`config.mk`:
```
export PLATFORM = sky130hd
export DESIGN_NAME = gcd_control
export DESIGN_NICKNAME = d
export VERILOG_FILES = /design/src/rtl/gcd_pkg.sv /design/src/rtl/gcd_control.sv
export SDC_FILE = /design/constraint.sdc
export NUM_CORES = 1
export LEC_CHECK = 0
export CORE_AREA = 5 5 42 44
export CTS_BUF_LIST = sky130_fd_sc_hd__clkbuf_2
export DETAILED_ROUTE_END_ITERATION = 10
export DIE_AREA = 0 0 47 49
export HOLD_SLACK_MARGIN = 0.05
export PLACE_DENSITY = 0.64
export RECOVER_POWER = 25
export SLEW_MARGIN = 20
export SYNTH_ARGS = -nofsm -noshare
export SYNTH_HDL_FRONTEND = slang
export SYNTH_SLANG_ARGS = --single-unit
export TNS_END_PERCENT = 50
```
`constraint.sdc`:
```
create_clock -name clk -period 2.2 [get_ports clk]
set_input_delay 0.55 -clock clk [delete_from_list [all_inputs] [get_ports clk]]
set_output_delay 0.55 -clock clk [all_outputs]
set_load 0.01 [all_outputs]
```
`src/rtl/gcd_pkg.sv`:
```
// Shared definitions for the GCD engine.
// The control FSM and the datapath both use this package.
//   gcd_state_e : control FSM states.
//   SEL_*       : 2-bit operand-register next-value selects.
//                 For selB, SEL_SUB is reserved and the datapath treats it as HOLD.
package gcd_pkg;

  typedef enum logic [1:0] {
    IDLE = 2'd0,
    CALC = 2'd1,
    DONE = 2'd2
  } gcd_state_e;

  localparam logic [1:0] SEL_HOLD = 2'd0;
  localparam logic [1:0] SEL_LOAD = 2'd1;
  localparam logic [1:0] SEL_SWAP = 2'd2;
  localparam logic [1:0] SEL_SUB  = 2'd3;

endpackage

```
`src/rtl/gcd_control.sv`:
```
// Control unit for an iterative (subtract/swap Euclid) GCD engine.
// It accepts operands over a val/rdy handshake, steers the datapath A/B
// register selects, and presents the result (datapath A) over a val/rdy
// handshake.
//
// Ports:
//   clk, rst_b       : clock (rising edge); asynchronous active-low reset.
//   ops_val/ops_rdy  : operand handshake. ops_rdy is a Moore output.
//   res_val/res_rdy  : result handshake. res_val is a Moore output.
//   selA, selB       : Mealy register selects, forced to HOLD while in reset.
//   curr_A, curr_B   : current datapath register values (unsigned, WL bits).
module gcd_control
  import gcd_pkg::*;
#(
  parameter int unsigned WL = 8
) (
  input  logic          clk,
  input  logic          rst_b,
  input  logic          ops_val,
  output logic          ops_rdy,
  input  logic          res_rdy,
  output logic          res_val,
  output logic [1:0]    selA,
  output logic [1:0]    selB,
  input  logic [WL-1:0] curr_A,
  input  logic [WL-1:0] curr_B
);

  gcd_state_e state_q;
  gcd_state_e state_d;
  logic       a_lt_b;
  logic       b_zero;

  assign a_lt_b = (curr_A < curr_B);
  assign b_zero = (curr_B == '0);

  always_ff @(posedge clk or negedge rst_b) begin
    if (!rst_b) begin
      state_q <= IDLE;
    end else begin
      state_q <= state_d;
    end
  end

  always_comb begin
    state_d = state_q;
    selA    = SEL_HOLD;
    selB    = SEL_HOLD;
    ops_rdy = 1'b0;
    res_val = 1'b0;

    case (state_q)
      IDLE: begin
        ops_rdy = 1'b1;
        if (ops_val) begin
          selA    = SEL_LOAD;
          selB    = SEL_LOAD;
          state_d = CALC;
        end
      end

      CALC: begin
        if (a_lt_b) begin
          selA = SEL_SWAP;
          selB = SEL_SWAP;
        end else if (!b_zero) begin
          selA = SEL_SUB;
        end else begin
          state_d = DONE;
        end
      end

      DONE: begin
        res_val = 1'b1;
        if (res_rdy) begin
          state_d = IDLE;
        end
      end

      default: state_d = IDLE;
    endcase

    // The state register already sits in IDLE during reset. The IDLE load
    // select is Mealy on ops_val, so it has to be masked here to keep the
    // datapath from loading while reset is held.
    if (!rst_b) begin
      selA = SEL_HOLD;
      selB = SEL_HOLD;
    end
  end

endmodule

```
==> metrics.md <==
| Metric | Value |
|---|---|
| Total via count in the routed design | 424 |
| Post-detail-place hpwl | 855 um |
| Clock group share of total power | 0.274 |
| Via/cell ratio | 4.66 |
| Violated checks | negative setup slack |
| Data arrival at the endpoint of the critical path | 1.73 ns |
| Share of total power in combinational logic | 0.550 |
| Post-DR wirelength/cell | 12.2 um |
| Total CTS buffers | 3 |
| Number of instances in the synthesized netlist | 41 |
| Remaining DRCs | 0 |
| Sequential cell area | 50.0 um2 |
| Pleak | 0.000343 uW |
| Number of inserted filler cells in the final layout | 141 |
| First drt pass iteration count | 2 |
| Power density over cell area | 287 mW/mm2 |
| TritonCTS clock tree | done |
| Slew Viols, Final | 0 |
| Result of the run | finished, violations left |
| DRT iter0 DRCs | 3 |
| Kind of critical path | input pin to primary output |
| Sw Ratio | 0.344 |
| Number of distinct library cells after synthesis | 21 |
| Commonest non-fill, non-tap cell in the layout | sky130_fd_sc_hd__buf_2 |
| Sequential fraction of design power | 0.177 |
| Cell Int Power | 139 uW |
| Max-capacitance violation count | 0 |
| #FFs+latches synth | 2 |
| Total routing usage reported by global routing | 0.115 |
| Full die area | 0.00230 mm2 |
| Number of failing hold endpoints at the final stage | 0 |
| Initial antenna violation count | 0 |
| Share of cells above drive strength 1 | 0.667 |
| Remaining Overflow, GRT | 0 |
| Final wirelength | 1110 um |
| Synthesis-to-layout area growth | 104% |
| Achievable clock frequency | 0.438 GHz |
| Number of flip-flops under the largest register name | 2 |
| Final period utilization | 1.04 |
| Clock root buffer master | sky130_fd_sc_hd__clkbuf_2 |
| ANT nets after route | 0 |
| Registers with the most flip-flops | state_q x2 |
| Effective utilization at floorplan | 0.259 |
| Port-buffer cells | 25 |
| Count of synthesis-stage warnings from yosys | 0 |
| Maximum count of clock buffers along a single path | 2 |
| Count of final setup violators | 2 |
| Post-Synthesis Mean Instance Area | 8.85 um2 |
| Clock transition at the register clock pins on the worst setup and hold paths after CTS | 0.03 ns |
| Insertion delay to the later sink of the worst-skew pair | 0.19 ns |
| First-pass GRT wire length | 1930 um |
| Worst-case vdd ir drop | 138 uV |
| Post-synth net total | 68 |
| Launch point of the worst path | curr_B[2] |
| Level count of the clock H-tree | 1 |
| Worst hold slack after final layout | 0.281 ns |
| Cell area after technology mapping | 363 um2 |
| Launch point of the worst reg-to-reg path | state_q[1]$_DFFE_PN0P_ |
| Maximum fanout count along the critical path | 2 |
| Net count of the finished layout | 104 |
| Final worst-path setup slack | -0.0828 ns |
| Gp weighted congestion | 0.750 |
| Unrepaired setup endpoints after global routing | true |
| Horizontal die dimension | 47 um |
| Vias in the first global route | 489 |
| Most used cells in the layout excluding fill and tap cells | sky130_fd_sc_hd__buf_2 (10), sky130_fd_sc_hd__clkbuf_2 (8), sky130_fd_sc_hd__ha_4 (7) |
| Worst relative slew slack | 0.788 |
| Crit path time final | 2.28 ns |
| Number of cells on the worst reg-to-reg path | 3 |
| Multi-input gate area in the final layout | 400 um2 |
| Net switching power | 73.0 uW |
| Height of the die | 49 um |
| Number of primary I/O pins | 26 |
| Share of synthesized area occupied by flip-flops and latches | 0.138 |
| Largest net degree at the start of global routing | 6 |
| Core Footprint | 0.00140 mm2 |
| Worst path required time | 1.65 ns |
| Hold-fix buffers, CTS | 0 |
| Core occupancy in the finished layout | 0.528 |
| Count of inserted antenna diode cells | 0 |
| Actual slew at the worst max-slew pin | 0.317 ns |
| Clock sink count | 2 |
| Worst Hold Class | input pin to asynchronous set/reset pin |
| Cell row count | 14 |
| Total negative setup slack | -0.150 ns |
| Startpoint kind of the worst setup timing path | input pin |
| Largest register by flop count | state_q |
| Worst clock skew | 0.00655 ns |
| Element type at the critical path end | primary output |
[final timing paths]
| path | end | slack [ns] |
|---|---|---|
| hold reg to reg | state_q[0]$_DFFE_PN0P_ | 0.48 |
| hold / removal | state_q[0]$_DFFE_PN0P_ | 0.28 |
| setup / recovery | selA[0] | -0.08 |
| min in group clk | state_q[0]$_DFFE_PN0P_ | 0.48 |
| setup reg to reg | state_q[1]$_DFFE_PN0P_ | 1.22 |
| max in group asynchronous | state_q[1]$_DFFE_PN0P_ | 1.76 |
[routing by layer]
layer  wire, um  up-vias  share of wire  GRT usage
met4          0        0              0     0.0829
met5          0        -              0          0
met2        606       16           0.55      0.195
li1           -      216              -          -
met3         75        0          0.068     0.0111
met1        428      192           0.39      0.125
[timing repair]
item	CTS	global route
gates resized for setup	82	14
pin swaps	17	10
setup buffers	3	0
setup endpoints to repair	4	3
gates cloned	0	0
[layout make-up]
type,instances,share of cell area
tap,16,0.0271
clock buffer,3,0.0203
sequential,2,0.0677
multi-input combinational,32,0.541
inverter,7,0.0389
timing repair buffer,31,0.305
[power groups by stage]
stage | clock [uW] | combinational, uW | sequential, uW
after CTS | 61.5 | 115 | 37.5
final | 58.1 | 117 | 37.5
after detailed placement | 0 | 102 | 37.9
after floorplan | 0 | 44.9 | 37.8
after global routing | 70.8 | 127 | 37.4
after global placement | 0 | 101 | 37.8
[worst max-delay path, cell delays in order]
cell	delay [ns]
sky130_fd_sc_hd__buf_6	0.09
sky130_fd_sc_hd__buf_4	0.12
sky130_fd_sc_hd__or4_4	0.54
sky130_fd_sc_hd__nor2_4	0.10
sky130_fd_sc_hd__nor2_1	0.05
sky130_fd_sc_hd__a21o_1	0.15
sky130_fd_sc_hd__buf_2	0.13
[synthesized netlist by cell type (all sizes together)]
cell	n	area share
a31o	1	0.024
nand4	1	0.017
o31ai	1	0.034
or4	2	0.052
o21a	2	0.041
nor2	6	0.083
a21o	1	0.021
a311oi	1	0.041
a211o	1	0.024
nand2	1	0.010
inv	7	0.072
a21oi	2	0.038
a2111oi	1	0.076
nor2b	3	0.052
nand2b	1	0.017
dfrtp	2	0.14
ha	7	0.24
and3	1	0.017
[logic make-up (layout without fill, tap and decap cells)]
group,Yosys count,after routing,share of synthesized area
AO/OA/AOI/OAI,10,10,0.300
adder cells (fa/ha/maj),7,7,0.241
buffers and inverters,7,41,0.0724
flip-flops,2,2,0.138
AND/OR/NAND/NOR,15,15,0.248
[metrics by stage]
step	instance area, um2	worst slack (ns)	total power (uW)	cells
finish	739	-0.0828	212	91
global route	739	-0.148	235	91
CTS	756	-0.108	214	91
detailed placement	656	-0.933	140	85
global placement	656	-0.900	139	85
floorplan	363	0.0626	82.8	41
No activity file was read; power rests on OpenSTA's default activity.
==> edit 1: new RTL, same settings <==
Change the parameter `WL` from 8 to 10.
--- a/src/rtl/gcd_control.sv
+++ b/src/rtl/gcd_control.sv
@@ -13,5 +13,5 @@
   import gcd_pkg::*;
 #(
-  parameter int unsigned WL = 8
+  parameter int unsigned WL = 10
 ) (
   input  logic          clk,
Interface: changed (resized curr_A and curr_B); port bits go from 26 to 30. No check against the original RTL was run, so the function may have changed too.
==> edit 1 against the unedited design <==
The flow still finishes with violations (setup timing); count of clock-buffer cells in the layout stayed put; total power is 12% higher; first-iteration DRC count is 33% lower; routed wire length is 21% higher; final area is 22% higher; global-route usage is 0.91 points higher; sequential cell count stayed put; non-clock buffer count is 10 higher; cell count is 21% higher; area after synthesis is 9.0% higher; setup slack worse by 0.29 ns; critical endpoint unchanged; highest routed layer unchanged.
==> edit 1: results (changes against the unedited design) <==
- DRT iter0 DRCs: 2 (-1)
- Worst Slack Setup Final: -0.3737 ns (-0.2910 ns)
- Main flop type after synthesis: dfrtp_1
- Area of placed instances: 807.0 um2 (+23%)
- Logic gate share of total power: 0.614 (+0.064)
- CP Launch Point: curr_B[9]
- M3 GR Usage: 0.01845 (+0.007380)
- WHS: 0.4880 ns (+0.2070 ns)
- Post-cts sizing count: 90 (+9.8%)
- Post-synthesis cell type count: 19 (-9.5%)
- Post-DR wirelength/cell: 12.22 um (+0.17%)
- Setup total negative slack: -0.9731 ns (-0.8234 ns)
- DP Cell Count: 104 (+22%)
- Sequential-to-total area share from yosys stat: 0.1266 (-0.01135)
- Slew margin rel.: 0.8155 (+0.02706)
- WL met1: 483 um (+13%)
- Overall routing resource usage: 0.1246 (+0.009148)
- # diodes: 0 (unchanged)
- Largest cells by area after synthesis: ha_1, dfrtp_1, inv_1, nor2_1, or4_4
- Cts bufs inserted: 3 (unchanged)
- H-tree depth: 1 (unchanged)
- Initial antenna violation count: 0 (unchanged)
- Via density per instance: 4.691 (+0.68%)
- Synth warn: 0 (unchanged)
- Fillers: 140 (-0.71%)
- Clock group: 54.2 uW (-6.7%)
- Post-CTS Setup Inserts: 1 (-2)
- Hpwl dp: 997.2 um (+17%)
- Metal2 WL: 714 um (+18%)
- Routability cong.: 0.7230 (-3.6%)
- Sw Ratio: 0.3296 (-0.01433)
- Vias in the first global route: 562 (+15%)
- Share of cells above drive strength 1: 0.6702 (+0.003546)
- Port buffer count: 29 (+16%)
- First-pass GRT wire length: 2.214 mm (+15%)
- GRT met1 Usage: 0.1404 (+0.01535)
- Status: finished, violations left
- DR vias: 516 (+22%)
- Met2 Use GR: 0.2240 (+0.02941)
- Uppermost layer routed: met3
- Final setup viols: 3 (+1)
- Largest net degree at the start of global routing: 6 (unchanged)
- Dpl ws: -1.131 ns (-0.1985 ns)
- CP Max Fanout: 4 (+2)
- DR WL met3: 146 um (+95%)
- Final #Nets: 129 (+24%)
- Post-Synthesis Cells: 50 (+22%)
- Worst hold path class: flop to flop
- Post-Syn Nets: 83 (+22%)
- VDD IR-drop max: 0.0001348 V (-2.2%)
- Crit path DAT: 2.02 ns (+0.29 ns)
- Most instantiated cells after synthesis: ha_1, inv_1, nor2_1
- Clock skew: 0.007217 ns (+0.0006655 ns)
- Failing checks: setup timing
- Combinational gate power: 146 uW (+25%)
- Leak: 0.4189 nW (+22%)
==> edit 1: cell types whose count changed in the layout (fill, tap and decap cells not counted), sizes merged, moves of 2 or more <==
cell / change
buf: +4
inv: +2
clkdlybuf4s15: +4
nand2: +2
ha: +2
a21oi: +2
nor4: +2
==> edit 1: worst max-delay path, stage by stage <==
cell and delay, ns:
clkdlybuf4s15_1 0.17, inv_2 0.05, ha_4 0.23, nand4_1 0.11
nor2_1 0.06, or4_4 0.53, a21o_1 0.19, buf_2 0.13
==> edit 1: cell type report <==
type                       instances  area, um2  share of cell area
clock buffer                       3      15.01             0.01667
inverter                           9      38.79             0.04306
multi-input combinational         39      447.9              0.4972
sequential                         2      50.05             0.05556
tap                               16      20.02             0.02222
timing repair buffer              41      329.1              0.3653
==> edit 1: cells by family after synthesis <==
family | Yosys count | share of synthesized area
flops | 2 | 0.1266
simple gates | 20 | 0.3228
buf+inv | 9 | 0.08544
fa+ha+maj | 9 | 0.2848
compound gates | 10 | 0.1804
==> edit 2: new RTL, same flow settings <==
Made on the original files. The 3 states of `gcd_state_e` get a one-hot encoding in 3 bits.
--- a/src/rtl/gcd_pkg.sv
+++ b/src/rtl/gcd_pkg.sv
@@ -6,8 +6,8 @@
 package gcd_pkg;
 
-  typedef enum logic [1:0] {
-    IDLE = 2'd0,
-    CALC = 2'd1,
-    DONE = 2'd2
+  typedef enum logic [2:0] {
+    IDLE = 3'b001,
+    CALC = 3'b010,
+    DONE = 3'b100
   } gcd_state_e;
 
Behaviour: no difference found for any inputs over 10 cycles, from zero or initial values and one cycle with rst_b low; not proved beyond that.
==> edit 2 against the unedited design <==
The run still ends with setup timing left; sequential cell count grew 1; area after synthesis grew 9.0%; final area grew 17%; setup slack lost 0.073 ns; core utilization grew 9.0 points; routed wire length grew 31%; non-clock buffer count grew 10; critical path depth grew 1; critical path type unchanged; critical endpoint unchanged; highest routed layer is now met4.
Power is not compared: it rests on default switching activity, and its combinational part moved more than twofold at a synthesized area within 25%.
==> edit 2: results (changes against the unedited design) <==
- Largest cells by area after synthesis: ha_1, dfrtp_1, inv_1, dfstp_2, a21oi_1
- WL met1: 569 um (+33%)
- Post-Syn Nets: 75 (+10%)
- Met2 Use GR: 0.2421 (+0.04751)
- Worst Slack Setup Final: -0.1553 ns (-0.07256 ns)
- Post-CTS Setup Inserts: 5 (+2)
- Slew margin rel.: 0.7341 (-0.05435)
- Metal2 WL: 751 um (+24%)
- Synth Area in Adders: 0.2215 (-0.01986)
- Via density per instance: 4.991 (+7.1%)
- Largest net degree at the start of global routing: 5 (-1)
- Status: finished, violations left
- DRT iter0 DRCs: 4 (+1)
- Largest regs: state_q x3
- Worst hold path class: flop to flop
- Routability cong.: 0.7767 (+3.5%)
- R2r endpoint: state_q[0]$_DFFE_PN1P_
- Failing checks: setup timing
- M3 GR Usage: 0.05166 (+0.04059)
- Post-DR wirelength/cell: 13.37 um (+9.6%)
- Reg-to-reg slack, setup: 0.79 ns (-0.43 ns)
- Uppermost layer routed: met4
- Post-synthesis cell type count: 24 (+14%)
- Vias in the first global route: 594 (+21%)
- Post-Synthesis Cells: 48 (+17%)
- Post-cts sizing count: 66 (-20%)
- Hpwl dp: 1.084 mm (+27%)
- Final setup viols: 4 (+2)
- Clock transition at the registers of the reported paths: 0.05 ns (+0.02 ns)
edit 2: cell types whose count changed in the layout (fill, tap and decap cells not counted), moves of 2 or more:
cell             unedited run  this run
nor4_1                      0         2
buf_6                       2         6
or4_4                       2         0
buf_2                      10         3
nor2b_1                     3         0
clkdlybuf4s50_1             4         2
nand2_1                     1         3
clkbuf_2                    8        14
buf_4                       6        14
nor2_1                      4         2
dlymetal6s2s_1              0         2
a21oi_2                     2         4
edit 2: worst max path at each step:
| stage | endpoint | slack, ns | depth (start not counted) |
|---|---|---|---|
| finish | selA[0] | -0.16 | 8 |
| global route | selA[0] | -0.18 | 8 |
| CTS | selA[0] | -0.20 | 8 |
| detailed placement | selA[1] | -1.02 | 7 |
| global placement | selB[1] | -0.97 | 8 |
| floorplan | selB[1] | 0.05 | 5 |
edit 2: worst max-delay path, stage by stage:
cell and delay [ns]:
clkdlybuf4s15_1 0.20, ha_4 0.27, o21ai_1 0.06, a21oi_2 0.24
a21boi_4 0.10, buf_6 0.12, o21bai_1 0.12, buf_2 0.15
edit 2: layout make-up:
type,count,area [um2]
Clock buffer,4,20.02
Fill cell,138,535.5
Inverter,8,32.53
Multi-Input combinational cell,37,401.6
Sequential cell,3,76.32
Tap cell,16,20.02
Timing Repair Buffer,41,315.3
edit 2: metrics by stage:
step	cell area [um2]	hold WS [ns]	setup TNS, ns
finish	865.8	0.6733	-0.4481
global route	865.8	0.7247	-0.5819
CTS	877.1	0.6240	-0.5615
detailed placement	748.2	0.6593	-3.140
global placement	748.2	0.6479	-3.013
floorplan	395.4	0.2544	0
edit 2: cell families (layout without fill, tap and decap cells):
family / after synthesis / count (layout)
AOI/OAI and AO/OA: 13 / 13
adders and majority gates: 7 / 7
buffers and inverters: 8 / 53
DFF: 3 / 3
and+or+nand+nor: 17 / 17
